$ cat config.mk
export PLATFORM = sky130hd
export DESIGN_NAME = compound_router
export DESIGN_NICKNAME = d
export VERILOG_FILES = /design/src/rtl/compound_router.sv
export SDC_FILE = /design/constraint.sdc
export NUM_CORES = 1
export LEC_CHECK = 0
export BUFFER_PORTS_ARGS = -buffer_cell sky130_fd_sc_hd__buf_2
export CAP_MARGIN = 20
export CELL_PAD_IN_SITES_DETAIL_PLACEMENT = 1
export CELL_PAD_IN_SITES_GLOBAL_PLACEMENT = 2
export CORE_MARGIN = 5
export CORE_UTILIZATION = 47
export CTS_BUF_LIST = sky130_fd_sc_hd__clkbuf_4 sky130_fd_sc_hd__clkbuf_8 sky130_fd_sc_hd__clkbuf_16
export DETAILED_ROUTE_END_ITERATION = 7
export GPL_ROUTABILITY_DRIVEN = 0
export PLACE_DENSITY_LB_ADDON = 0.1
export REMOVE_ABC_BUFFERS = 1
export SETUP_SLACK_MARGIN = 0.4
export SLEW_MARGIN = 15
export SYNTH_ARGS = -nofsm -noshare
export SYNTH_HDL_FRONTEND = slang
export SYNTH_SLANG_ARGS = --single-unit
$ cat constraint.sdc
create_clock -name clk -period 4.25 [get_ports clk]
set_input_delay 0.6375 -clock clk [delete_from_list [all_inputs] [get_ports clk]]
set_output_delay 0.6375 -clock clk [all_outputs]
set_load 0.02 [all_outputs]
$ cat src/rtl/compound_router.sv
// compound_router: buffered record router.
// Records {mode, x, y} enter a DEPTH-entry FIFO. A two-state dispatcher
// fetches the head record, presents it on the targeted output channel(s)
// and pops it once every target has taken it.
// Optional feature macro: COMPOUND_ROUTER_BCAST_EN. When defined, a record
// with y=1 goes to all channels. Otherwise y is only carried as data.

// One output channel: holds the presented record and its pending flag.
module compound_router_lane #(
  parameter int RW = 34
) (
  input  logic          clk,
  input  logic          rst,
  input  logic          load,
  input  logic [RW-1:0] rec,
  input  logic          sync,
  output logic [RW-1:0] data,
  output logic          pend
);
  // Latch the record on fetch; drop pending the cycle after this channel transfers.
  always_ff @(posedge clk or posedge rst) begin
    if (rst) begin
      data <= '0;
      pend <= 1'b0;
    end else if (load) begin
      data <= rec;
      pend <= 1'b1;
    end else if (pend && sync) begin
      pend <= 1'b0;
    end
  end
endmodule

module compound_router #(
  parameter int DATA_W = 32,
  parameter int NUM_CH = 2,
  parameter int DEPTH  = 4
) (
  input  logic                           clk,
  input  logic                           rst,
  input  logic                           b_in_mode,
  input  logic [DATA_W-1:0]              b_in_x,
  input  logic                           b_in_y,
  input  logic                           b_in_sync,
  output logic                           b_in_notify,
  output logic [NUM_CH*(DATA_W+2)-1:0]   b_out_data,
  input  logic [NUM_CH-1:0]              b_out_sync,
  output logic [NUM_CH-1:0]              b_out_notify,
  output logic [$clog2(DEPTH):0]         fill_level
);
  localparam int RW = DATA_W + 2;
  localparam int AW = $clog2(DEPTH);
  localparam int CW = $clog2(NUM_CH);

  typedef enum logic {SECTION_A, SECTION_B} state_t;

  state_t            state, state_nxt;
  logic [RW-1:0]     mem [DEPTH];
  logic [AW-1:0]     wr_ptr, rd_ptr;
  logic [AW:0]       count;
  logic [RW-1:0]     head;
  logic [NUM_CH-1:0] mask, pending, remain;
  logic              accept, fetch, pop;

  // Full flag comes from the registered count only, so a same-cycle pop
  // never opens a slot for a new record.
  assign b_in_notify  = (count != (AW+1)'(DEPTH));
  assign accept       = b_in_sync && b_in_notify;
  assign fill_level   = count;
  assign head         = mem[rd_ptr];
  assign b_out_notify = pending;
  assign remain       = pending & ~b_out_sync;

  // Target selection: channel from the low x bits, optional broadcast on y.
  always_comb begin
    mask = '0;
    mask[head[CW:1]] = 1'b1;
`ifdef COMPOUND_ROUTER_BCAST_EN
    if (head[0]) mask = '1;
`endif
  end

  // Dispatcher next state: fetch when data is buffered, pop on the last transfer.
  always_comb begin
    state_nxt = state;
    fetch     = 1'b0;
    pop       = 1'b0;
    case (state)
      SECTION_A: if (count != '0) begin
        fetch     = 1'b1;
        state_nxt = SECTION_B;
      end
      SECTION_B: if (remain == '0) begin
        pop       = 1'b1;
        state_nxt = SECTION_A;
      end
      default: state_nxt = SECTION_A;
    endcase
  end

  // Dispatcher state register.
  always_ff @(posedge clk or posedge rst) begin
    if (rst) state <= SECTION_A;
    else     state <= state_nxt;
  end

  // FIFO storage; contents are don't-care while count says empty.
  always_ff @(posedge clk) begin
    if (accept) mem[wr_ptr] <= {b_in_mode, b_in_x, b_in_y};
  end

  // FIFO pointers and occupancy; pointers wrap naturally at DEPTH.
  always_ff @(posedge clk or posedge rst) begin
    if (rst) begin
      wr_ptr <= '0;
      rd_ptr <= '0;
      count  <= '0;
    end else begin
      if (accept) wr_ptr <= wr_ptr + 1'b1;
      if (pop)    rd_ptr <= rd_ptr + 1'b1;
      case ({accept, pop})
        2'b10:   count <= count + 1'b1;
        2'b01:   count <= count - 1'b1;
        default: count <= count;
      endcase
    end
  end

  for (genvar c = 0; c < NUM_CH; c++) begin : g_lane
    compound_router_lane #(.RW(RW)) u_lane (
      .clk  (clk),
      .rst  (rst),
      .load (fetch && mask[c]),
      .rec  (head),
      .sync (b_out_sync[c]),
      .data (b_out_data[c*RW +: RW]),
      .pend (pending[c])
    );
  end
endmodule

# [Word level (Yosys, flattened, before mapping)]
# Memory sizes are Yosys's and may differ from the RTL's.
# Index checks and enable logic that the tools add are counted.
[totals] regBits=78 ramBits=136 input_bits=39 output_inout_bits=74 mem_count=1
[mem_list] memory="mem" words=4 width=34 read_ports=1 rd_clocked_by_memory_dff=0 wr=1 line_no="58" text="logic [RW-1:0] mem [DEPTH];"
[op_classes] add_sub_neg=4 order_cmp=2 n_eq_ne=3 mux=15 bitwise=3 reduce_logical=11
[ops] operator="$mux 1" count=12
[ops] operator="$logic_and 1x1->1" count=6
[ops] operator="$pmux 3 s2" count=1
[ops] operator="$reduce_bool 2->1" count=3
[ops] operator="$add 2x1->2 const B" count=2
[ops] operator="$add 3x1->3 const B" count=1
[ops] operator="$ne 3x3->1 const B" count=1
[ops] operator="$reduce_bool 3->1" count=1
[ops] operator="$sub 3x1->3 const B" count=1
[ops] operator="$and 2x2->2" count=1
[ops] operator="$eq 2x1->1 const B" count=1
[ops] operator="$eq 2x2->1 const B" count=1
[ops] operator="$logic_not 2->1" count=1
[ops] operator="$lt 1x2->1 const B" count=1
[ops] operator="$not 2->2" count=1
[ops] operator="$pmux 1 s2" count=1
[ops] operator="$demux 1 s1" count=1
[ops] operator="$ge 1x1->1 const B" count=1
[ops] operator="$not 1->1" count=1

# [Longest topological paths before layout]
# Gate-level depths: netlist of the first run.
[depth] ltp_word=7 mapped_depth=9 mapped_depth_nobuf=9

# [Modules after synthesis]
# From an unflattened synthesis of the first run, not the netlist that was laid out.
[unflattened] hier_cells=376 area_unflattened_um2=8299.2
[by_module_without_submodules] mod="compound_router" n_inst=1 cells_each=224 area_per_inst_um2=5391.4 seq_area_each_um2=4284.1
[by_module_without_submodules] mod="compound_router_lane" n_inst=2 cells_each=76 area_per_inst_um2=1453.9 seq_area_each_um2=875.8

# [Least setup slack after synthesis of the first run]
# No wires, ideal clock.
[synth_timing] path_kind="reg-to-reg" startpoint="reg count[0], in the netlist fill_level[0]" endpoint="reg count[2], in the netlist fill_level[2]" arrival_time_ps=2269 path_slack_ps=1901 path_stages_with_launch=10 synth_period_minus_slack_ps=2349 path_cell_list="dfrtp_1 -> or3b_1 -> and2_1 -> inv_1 -> ha_1 -> inv_1 -> fa_1 -> xor2_1 -> nor2_1 -> xor2_1"
[synth_via] elab_chain_len=4 elab_cells_between_ends=8
[synth_lines] element="start, declared" line_no="60" text="logic [AW:0] count;"
[synth_lines] element="start signal, assigned" line_no="122" text="2'b10: count <= count + 1'b1;"
[synth_lines] element="start signal, assigned" line_no="123" text="2'b01: count <= count - 1'b1;"
[synth_lines] element="start signal, assigned" line_no="124" text="default: count <= count;"
[synth_lines] element="$ne 3x3->1 (*)" line_no="67" text="assign b_in_notify = (count != (AW+1)'(DEPTH));"
[synth_lines] element="named net b_in_notify" line_no="45" text="output logic b_in_notify,"
[synth_lines] element="$logic_and 1x1->1 (*)" line_no="68" text="assign accept = b_in_sync && b_in_notify;"
[synth_lines] element="$eq 2x1->1 or $eq 2x2->1 (tied branches)" line_no="121" text="case ({accept, pop})"
[synth_lines] element="$pmux 3 s2 or $reduce_bool 2->1 (tied branches)"
# Mark *: on every way through the listed nets, which the timed path passes. The rest lies on a longest branch.
# A chain may end at the register's enable or synchronous reset.

# [Worst setup path in the final report of the first run]
[layout_timing] startpoint="reg count[0], in the netlist fill_level[0]" endpoint="reg g_lane[1].u_lane.data[0]"
[layout_via] elab_chain_len=4
[layout_lines] element="$reduce_bool 3->1" line_no="89" text="SECTION_A: if (count != '0) begin"
[layout_lines] element="$mux 1" line_no="89"
[layout_lines] element="$mux 1" line_no="88" text="case (state)"
[layout_lines] element="$logic_and 1x1->1" line_no="133" text=".load (fetch && mask[c]),"
[layout_lines] element="end signal, assigned" line_no="26" text="data <= rec;"
[layout_lines] element="end, declared" line_no="17" text="output logic [RW-1:0] data,"
# No other way between the ends.

==> out/results.txt, run 1 <==
status = complete, no violations
detailed placement HPWL = 9888 um
Final period util = 61.15%
Synth async-reset ratio = 36.45%
# setup viols final = 0
crit path kind = register to register
Post-synth EDFFs = 136
Design Area, Final = 0.009629 mm2
routing usage on met3 = 3.528%
Leak = 3.817 nW
CTS tree = yes
total die area = 0.01994 mm2
H-tree levels = 1
synth top area cells = edfxtp_1 50%, dfrtp_1 24%, mux4_2 9.5%, mux2_4 5.2%, mux2_2 5.1%
Syn Inst Count = 373
final WL = 16,040 um
Final Hold Vio Count = 0
Worst EP arrival = 2.98 ns
TritonCTS buffer count = 24
count of final max-slew check failures = 0
# hold bufs at CTS = 0
vias per cell = 5.249
prevailing post-synth register cell = edfxtp_1
Req. time, crit path = 4.63 ns
Max Freq = 0.3848 GHz
unrepaired setup endpoints after global routing = no
hold slack = 0.2090 ns
flops & latches, synth = 214
placed cells = 698
DR WL/cell = 21.62 um
sequential share of the synthesized area = 74.59%
all-layer global routing usage = 16.76%
initial antenna violation count = 0
VDD IR max = 544.9 uV
met1 Use GR = 22.42%
final core occ = 56.26%
Core ar. = 0.01712 mm2
Mean Syn Cell Area = 21.69 um2
share of cells above drive strength 1 = 51.06%
routed vias = 3,895
final non-filler cell total = 742
Port Buffers = 112
area grow syn2layout = 19.00%
first drt pass iteration count = 4
Initial Util = 47.27%
most common cell in the netlist = edfxtp_1
Min-Delay Path Class = input pin to async pin
setup_tns = 0 ns
Skew-Pair Late Insertion Delay = 0.51 ns
most area-hungry cell type in the Yosys netlist = edfxtp_1
die width = 141.2 um
skew final = 0.01228 ns
GRT busiest layer = met2
critical path capture point type = register
post-layout minimum cycle time = 2.599 ns
first-pass GRT wire length = 25,880 um
Max-cap violations = 0
placed cell areas = 0.008857 mm2
Power Density = 833.2 mW/mm2
die height = 141.2 um
top cells by count, synth = 136 x edfxtp_1, 78 x dfrtp_1, 37 x mux2_2, 34 x mux4_2, 28 x mux2_4
vias in the first global route = 4,394
yosys warns = 0
CTS resizes = 0
Worst Setup Start Kind = register
Clock Sinks = 214
crit path max fanout = 22
Final nets = 544
post-synthesis cell type count = 30
Worst slew margin = 32.23%
First DRT Iteration DRCs = 178
I/O pins = 113
Worst-Margin Slew = 1.017 ns
grt met2 use = 28.07%
site row count = 48
clk root buf = clkbuf_16
Congestion Overflow GR = 0
Post-CTS Setup Repair Bufs = 0
n_diodes = 0
drt drc = 0
Mapped Area = 0.008092 mm2
Yosys top cell area share = 50.47%
antenna-violating nets left = 0
clock tree buffer depth = 3
Reg clk slew, reported paths = 0.06 ns
largest net degree at the start of global routing = 43
==> metal layers <==
metal  vias up  share of wire, %
met5         -                 0
met1      2055                43
met4         0               2.2
li1       1709                 -
met2       102                50
met3        29               5.2
==> cell families after synthesis <==
logic type	synth area share (%)
flops	74.59
compound gates	0.1856
fa+ha+maj	1.021
mux	20.21
simple gates	1.407
xor+xnor	0.6494
buf+inv	1.933
==> cell type report <==
class,count,area (um2)
fill,1570,7487
timing repair buffer,117,598.1
tap,225,281.5
clock buffer,33,698.2
sequential,214,6038
clock inverter,11,73.82
inverter,9,35.03
multi-input combinational,133,1904
==> sequential cells by signal, indices dropped and copies added, names as in the netlist <==
register            count
fill_level              3
mem                   136
g_lane.u_lane.data     68
state                   1
rd_ptr                  2
wr_ptr                  2
g_lane.u_lane.pend      2
==> power breakdown <==
| group | switching [W] | leakage [nW] | internal [W] | total, W |
|---|---|---|---|---|
| sequential | 0.000285 | 2.16 | 0.00292 | 0.00320 |
| combinational | 0.00152 | 1.26 | 0.00131 | 0.00283 |
| clock | 0.000785 | 0.392 | 0.00120 | 0.00199 |
==> worst max-delay path, stage by stage (launching register included) <==
cell and delay (ns):
dfrtp_1 0.43, nor3_1 0.55, or3b_2 0.60, buf_4 0.48, mux2_2 0.39
==> layout by cell type, fill, tap and decap left out <==
cell / instances
mux2_2: 37
nor3_4: 1
buf_4: 5
dfrtp_1: 76
buf_2: 112
edfxtp_1: 136
clkbuf_4: 6
mux2_4: 28
clkinv_2: 6
mux2i_1: 1
nand4_1: 1
nand2b_1: 3
and3_2: 4
or3b_1: 1
xnor2_1: 4
nand2_1: 1
nor3_1: 1
inv_1: 8
clkinv_1: 5
mux4_2: 34
fa_1: 1
ha_1: 5
mux2_1: 2
a21boi_0: 1
or3b_2: 1
o31ai_1: 1
nor2_1: 1
nor2b_1: 1
xor2_1: 2
nand3_1: 1
clkbuf_16: 25
bufinv_16: 1
dfrtp_2: 2
clkbuf_8: 2
and2_1: 1
==> stage by stage <==
step                total power [W]  setup slack [ns]
finish                     0.008023             1.651
global route               0.008469             1.431
CTS                        0.008163             1.613
detailed placement         0.006144             1.628
global placement           0.006034             1.739
floorplan                  0.005235            0.2711
==> path summary, 6_finish.rpt <==
| path | slack (ns) | start | cells after the start | end |
|---|---|---|---|---|
| setup / recovery | 1.65 | fill_level[0]$_DFFE_PP0P_ | 4 | g_lane[1].u_lane.data[0]$_DFFE_PP0P_ |
| hold / removal | 0.21 | rst | 2 | g_lane[1].u_lane.data[31]$_DFFE_PP0P_ |
| setup reg to reg | 1.65 | fill_level[0]$_DFFE_PP0P_ | 4 | g_lane[1].u_lane.data[0]$_DFFE_PP0P_ |
| hold reg to reg | 0.46 | g_lane[1].u_lane.data[1]$_DFFE_PP0P_ | 1 | g_lane[1].u_lane.data[1]$_DFFE_PP0P_ |
| max in group asynchronous | 2.99 | rst | 3 | g_lane[0].u_lane.data[0]$_DFFE_PP0P_ |
| min in group clk | 0.34 | b_in_mode | 1 | mem[3][33]$_DFFE_PP_ |
No activity file was read; power rests on OpenSTA's default activity.
==> run 2: changes to the inputs <==
--- a/config.mk
+++ b/config.mk
@@ -5,12 +5,13 @@
 export SDC_FILE = /design/constraint.sdc
 export NUM_CORES = 1
 export LEC_CHECK = 0
+export ABC_AREA = 1
 export BUFFER_PORTS_ARGS = -buffer_cell sky130_fd_sc_hd__buf_2
 export CAP_MARGIN = 20
 export CELL_PAD_IN_SITES_DETAIL_PLACEMENT = 1
 export CELL_PAD_IN_SITES_GLOBAL_PLACEMENT = 2
 export CORE_MARGIN = 5
-export CORE_UTILIZATION = 47
+export CORE_UTILIZATION = 33
 export CTS_BUF_LIST = sky130_fd_sc_hd__clkbuf_4 sky130_fd_sc_hd__clkbuf_8 sky130_fd_sc_hd__clkbuf_16
 export DETAILED_ROUTE_END_ITERATION = 7
 export GPL_ROUTABILITY_DRIVEN = 0
==> constraint.sdc (replaced) <==
create_clock -name clk -period 2.3 [get_ports clk]
set_input_delay 0.345 -clock clk [delete_from_list [all_inputs] [get_ports clk]]
set_output_delay 0.345 -clock clk [all_outputs]
set_load 0.02 [all_outputs]
==> run 2 against run 1 <==
Compared with the run above: critical path depth grew 6; wire length is 47% higher; sequential power rose by 81%; first-iteration DRC count increased by 62%; clock skew increased by 0.0015 ns; core utilization shrank 15 points; global-route usage decreased by 0.97 points; critical path type unchanged.
==> out/results.txt, run 2 <==
Most flops, register = mem
sequential share of power = 34.9%
Worst slew margin = 41.83%
commonest non-fill, non-tap cells in the layout = 312 x nand2_1, 146 x inv_1, 137 x nand3_1
post-synthesis cell type count = 21
site row count = 60
Leak = 5.417 nW
Req. time, crit path = 2.69 ns
# setup viols final = 0
drt drc = 0
VDD IR max = 673.9 uV
largest net degree at the start of global routing = 68
Psw = 0.006631 W
I/O pins = 113
worst path cell trace = nor2_4 > nand2_2 > nand2_2 > buf_12 > ha_4 > inv_4 > fa_2 > a21oi_2 > o21ai_2 > xor2_1
Max Freq = 0.5451 GHz
final core occ = 41.17%
final WL = 23,620 um
Clock Sinks = 214
all-layer global routing usage = 15.79%
share of cells above drive strength 1 = 21.18%
most frequent cell on the critical path = nand2_2
Total Power = 0.01654 W
Syn Inst Count = 888
die width = 174.5 um
TritonCTS buffer count = 25
crit path max fanout = 6
area grow syn2layout = 23.53%
top cells by count, synth = 314 x nand2_1, 149 x inv_1, 137 x nand3_1, 136 x edfxtp_1, 78 x dfrtp_1
Final Hold Vio Count = 0
Final nets = 1,075
initial antenna violation count = 3
detailed placement HPWL = 14,670 um
Post-synth EDFFs = 136
synth top area cells = edfxtp_1 46%, dfrtp_1 22%, nand2_1 13%, nand3_1 7.7%, inv_1 6.3%
count of final max-slew check failures = 0
prevailing post-synth register cell = edfxtp_1
Max-cap violations = 0
sequential share of the synthesized area = 67.57%
CTS tree = yes
Final period util = 79.76%
switching portion of total power = 40.08%
pre-CTS setup slack = 0.09227 ns
final worst setup slack = 0.4654 ns
first-pass GRT wire length = 38,060 um
post-layout minimum cycle time = 1.835 ns
placed cell areas = 0.009966 mm2
Initial Util = 33.33%
vias in the first global route = 6,615
clock tree buffer depth = 3
critical path capture point type = register
yosys warns = 0
first drt pass iteration count = 4
Synth async-reset ratio = 36.45%
Core ar. = 0.02680 mm2
clock power share = 24.5%
die height = 174.5 um
antenna-violating nets left = 0
total die area = 0.03046 mm2
unrepaired setup endpoints after global routing = yes
Worst EP arrival = 2.23 ns
CP delay by family, top = adder cells
Skew-Pair Late Insertion Delay = 0.51 ns
Yosys top cell area share = 45.72%
internal cell power = 0.009913 W
routed vias = 6,203
slowest stage delay, CP = 0.40 ns
DR WL/cell = 17.01 um
Worst-Margin Slew = 0.8715 ns
flops & latches, synth = 214
most area-hungry cell type in the Yosys netlist = edfxtp_1
Largest register FFs = 136
crit path kind = register to register
CP max-delay cell = dfrtp_1
Reg clk slew, reported paths = 0.06 ns
H-tree levels = 1
First DRT Iteration DRCs = 288
most common cell after layout, fill and taps aside = nand2_1
Comb pwr share = 40.5%
worst path buffer plus inverter count = 2
status = complete, no violations
clk root buf = clkbuf_16
vias per cell = 4.466
Port Buffers = 112
Worst Setup Start Kind = register
Min-Delay Path Class = input pin to register
most common cell in the netlist = nand2_1
skew final = 0.01381 ns
n_diodes = 0
Mean Syn Cell Area = 10.06 um2
Power Density = 1499 mW/mm2
Design Area, Final = 0.01103 mm2
Congestion Overflow GR = 0
Mapped Area = 0.008932 mm2
[run 2: cell count changes after synthesis, sizes merged, moves of 4 or more]
cell	change
nand3	+136
nand2	+317
mux4	-34
nor2	+6
and3	-4
clkbuf	+6
buf	+20
mux2	-67
inv	+142
[run 2: power groups by stage]
stage          combinational [W]  sequential (W)  clock [W]
2_1_floorplan            0.00297         0.00668          0
3_3_place_gp             0.00657         0.00584          0
3_5_place_dp             0.00661         0.00586          0
4_1_cts                  0.00685         0.00580    0.00418
5_1_grt                  0.00758         0.00592    0.00437
6_report                 0.00670         0.00578    0.00406
[run 2: cell type report]
| type | instances | area, um2 |
|---|---|---|
| Tap cell | 341 | 426.7 |
| Timing Repair Buffer | 154 | 953.4 |
| Sequential cell | 214 | 6038 |
| Clock buffer | 32 | 684.4 |
| Fill cell | 3064 | 15770 |
| Multi-Input combinational cell | 484 | 2193 |
| Clock inverter | 13 | 163.9 |
| Inverter | 151 | 574.3 |
[run 2: layer usage]
layer | up-vias | GRT usage, % | wire length, um
li1 | 3084 | - | -
met1 | 2974 | 20.81 | 10710
met2 | 103 | 27.47 | 11530
met3 | 36 | 3.067 | 938
met4 | 6 | 2.848 | 409
met5 | - | 0 | 34
[run 2: worst paths after layout]
path,startpoint,end,slack [ns],cells past startpoint
max,fill_level[0]$_DFFE_PP0P_,fill_level[2]$_DFFE_PP0P_,0.47,10
min,b_in_x[14],mem[3][15]$_DFFE_PP_,0.05,1
max reg2reg,fill_level[0]$_DFFE_PP0P_,fill_level[2]$_DFFE_PP0P_,0.47,10
min reg2reg,g_lane[0].u_lane.data[32]$_DFFE_PP0P_,g_lane[0].u_lane.data[32]$_DFFE_PP0P_,0.46,2
max in group asynchronous,rst,g_lane[1].u_lane.data[32]$_DFFE_PP0P_,1.22,4
min in group asynchronous,rst,g_lane[0].u_lane.data[17]$_DFFE_PP0P_,0.41,3
[run 2: what timing repair did]
item                                    in CTS  in global routing
hold buffers                                 1                  0
gates cloned                                 4                  0
pin swaps                                    5                  5
buffers inserted                             9                  7
endpoints found under the hold margin       32                  0
resized for setup                            8                  8
endpoints found under the setup margin     133                 14
[run 2: cells by family after synthesis]
group / Yosys count / synth area share, %
DFF: 214 / 67.57
adders and majority gates: 6 / 0.9245
xor gates and xnor gates: 4 / 0.3923
AOI/OAI and AO/OA: 7 / 0.5463
buffers and inverters: 194 / 9.049
and+or+nand+nor: 463 / 21.52
[run 2: through the flow]
step / std cells / TNS [ns] / hold slack [ns]
after floorplan: 845 / -151.61 / 0.4439
after detailed placement: 1323 / 0 / 0.4107
after global placement: 1323 / 0 / 0.4120
final: 1389 / 0 / 0.04903
after global routing: 1389 / 0 / 0.02984
after CTS: 1382 / 0 / 0.01542
==> run 3: changes to the inputs <==
==> constraint.sdc (replaced) <==
create_clock -name clk -period 1.6 [get_ports clk]
set_input_delay 0.24 -clock clk [delete_from_list [all_inputs] [get_ports clk]]
set_output_delay 0.24 -clock clk [all_outputs]
set_load 0.02 [all_outputs]
==> run 3 against run 2 <==
Compared with the run above: the run now ends with negative hold slack, negative setup slack left; first-iteration DRC count is 4.9% higher; die area stayed put; via count is 14% higher; combinational power grew to 2.6 times the previous value; critical path depth stayed put; sequential power is 48% higher; core utilization is 12 points higher.
==> out/results.txt, run 3 (synthesis results as in run 2) <==
site row count = 60
first-pass GRT wire length = 42,710 um
internal cell power = 0.01908 W
clock tree buffer depth = 3
routed vias = 7,089
Min-Delay Path Class = input pin to register
sequential share of power = 27.3%
VDD IR max = 970.0 uV
# hold bufs at CTS = 35
largest net degree at the start of global routing = 39
status = complete, but fails checks
drt drc = 0
count of final max-slew check failures = 0
Leak = 6.775 nW
Most flops, register = mem
all-layer global routing usage = 17.97%
I/O pins = 113
Final Hold Vio Count = 2
detailed placement HPWL = 15,470 um
die height = 174.5 um
Congestion Overflow GR = 0
Initial Util = 33.33%
share of cells above drive strength 1 = 38.28%
critical path capture point type = register
Core ar. = 0.02680 mm2
skew final = 0.01145 ns
hold slack = -0.01582 ns
H-tree levels = 1
Largest register FFs = 136
Max Freq = 0.5691 GHz
Power Density = 2203 mW/mm2
unrepaired setup endpoints after global routing = yes
Worst Setup Start Kind = register
DR WL/cell = 18.49 um
Max-cap violations = 0
first drt pass iteration count = 4
Clock Sinks = 214
antenna-violating nets left = 0
First DRT Iteration DRCs = 302
vias in the first global route = 7,294
TritonCTS buffer count = 25
final core occ = 52.94%
Final nets = 1,246
Worst slew margin = 63.46%
commonest non-fill, non-tap cells in the layout = 212 x nand2_1, 146 x inv_1, 136 x edfxtp_1
clock power share = 17.5%
Reg clk slew, reported paths = 0.06 ns
CTS tree = yes
Worst EP arrival = 1.99 ns
most common cell after layout, fill and taps aside = nand2_1
Psw = 0.01218 W
crit path kind = register to register
Worst-Margin Slew = 0.5480 ns
Design Area, Final = 0.01419 mm2
total die area = 0.03046 mm2
n_diodes = 0
Req. time, crit path = 1.83 ns
Total Power = 0.03126 W
clk root buf = clkbuf_16
Final period util = 109.8%
failing checks = negative hold slack, negative setup slack
placed cell areas = 0.01026 mm2
area grow syn2layout = 58.85%
switching portion of total power = 38.97%
die width = 174.5 um
initial antenna violation count = 0
Port Buffers = 112
vias per cell = 4.541
Skew-Pair Late Insertion Delay = 0.52 ns
final WL = 28,860 um
# setup viols final = 155
final worst setup slack = -0.1573 ns
post-layout minimum cycle time = 1.757 ns
crit path max fanout = 6
Comb pwr share = 55.1%
-- run 3: critical path, cell delays in order, from the launching register on --
cell	delay, ns
dfrtp_1	0.37
nor2_2	0.06
nand2_2	0.10
nand2_4	0.07
buf_6	0.12
buf_12	0.13
buf_6	0.12
nor2_4	0.17
buf_6	0.13
buf_6	0.09
buf_8	0.12
-- run 3: power groups by stage --
stage                     clock [W]  combinational [W]  sequential [W]
final                       0.00548             0.0172         0.00854
after global routing        0.00589             0.0185         0.00870
after CTS                   0.00559             0.0151         0.00851
after detailed placement          0             0.0102         0.00837
after global placement            0             0.0101         0.00834
after floorplan                   0            0.00426         0.00961
-- run 3: cell type report --
type                            count  area, um2
Clock inverter                     14      98.84
Fill cell                        2836      12610
Clock buffer                       32      696.9
Timing Repair Buffer              329       3680
Inverter                          151      574.3
Multi-Input combinational cell    480       2673
Tap cell                          341      426.7
Sequential cell                   214       6040
-- run 3: path summary, 6_finish.rpt --
| check | start | to | slack, ns | depth (start not counted) |
|---|---|---|---|---|
| max | fill_level[1]$_DFFE_PP0P_ | mem[1][27]$_DFFE_PP_ | -0.16 | 10 |
| max reg2reg | fill_level[1]$_DFFE_PP0P_ | mem[1][27]$_DFFE_PP_ | -0.16 | 10 |
| min | b_out_sync[1] | g_lane[1].u_lane.pend$_DFFE_PP0P_ | -0.02 | 4 |
| max in group asynchronous | rst | g_lane[0].u_lane.data[30]$_DFFE_PP0P_ | 0.71 | 4 |
| min reg2reg | g_lane[1].u_lane.data[32]$_DFFE_PP0P_ | g_lane[1].u_lane.data[32]$_DFFE_PP0P_ | 0.51 | 2 |
| min in group asynchronous | rst | g_lane[1].u_lane.data[3]$_DFFE_PP0P_ | 0.32 | 3 |
-- run 3: timing repair --
action                                  4_1_cts  5_1_grt
gates resized for setup                     280      107
pin swaps                                    18       21
endpoints found under the hold margin       166        2
endpoints found under the setup margin      286      286
cloned                                       17        4
buffers inserted                             71       42
-- run 3: per-layer routing --
| metal | global-route usage (%) | vias up | wire length [um] |
|---|---|---|---|
| met5 | 0 | - | 0 |
| met2 | 31.31 | 108 | 14460 |
| met1 | 24.62 | 3521 | 13220 |
| li1 | - | 3435 | - |
| met4 | 2.651 | 0 | 335 |
| met3 | 2.371 | 25 | 844 |
-- run 3: through the flow --
| stage | setup WS [ns] | setup TNS [ns] | instances |
|---|---|---|---|
| 2_1_floorplan | -1.625 | -344.78 | 845 |
| 3_3_place_gp | -0.1600 | -0.1600 | 1346 |
| 3_5_place_dp | -0.2218 | -0.2218 | 1346 |
| 4_1_cts | -0.1039 | -3.668 | 1515 |
| 5_1_grt | -0.2028 | -19.99 | 1561 |
| 6_report | -0.1573 | -11.49 | 1561 |
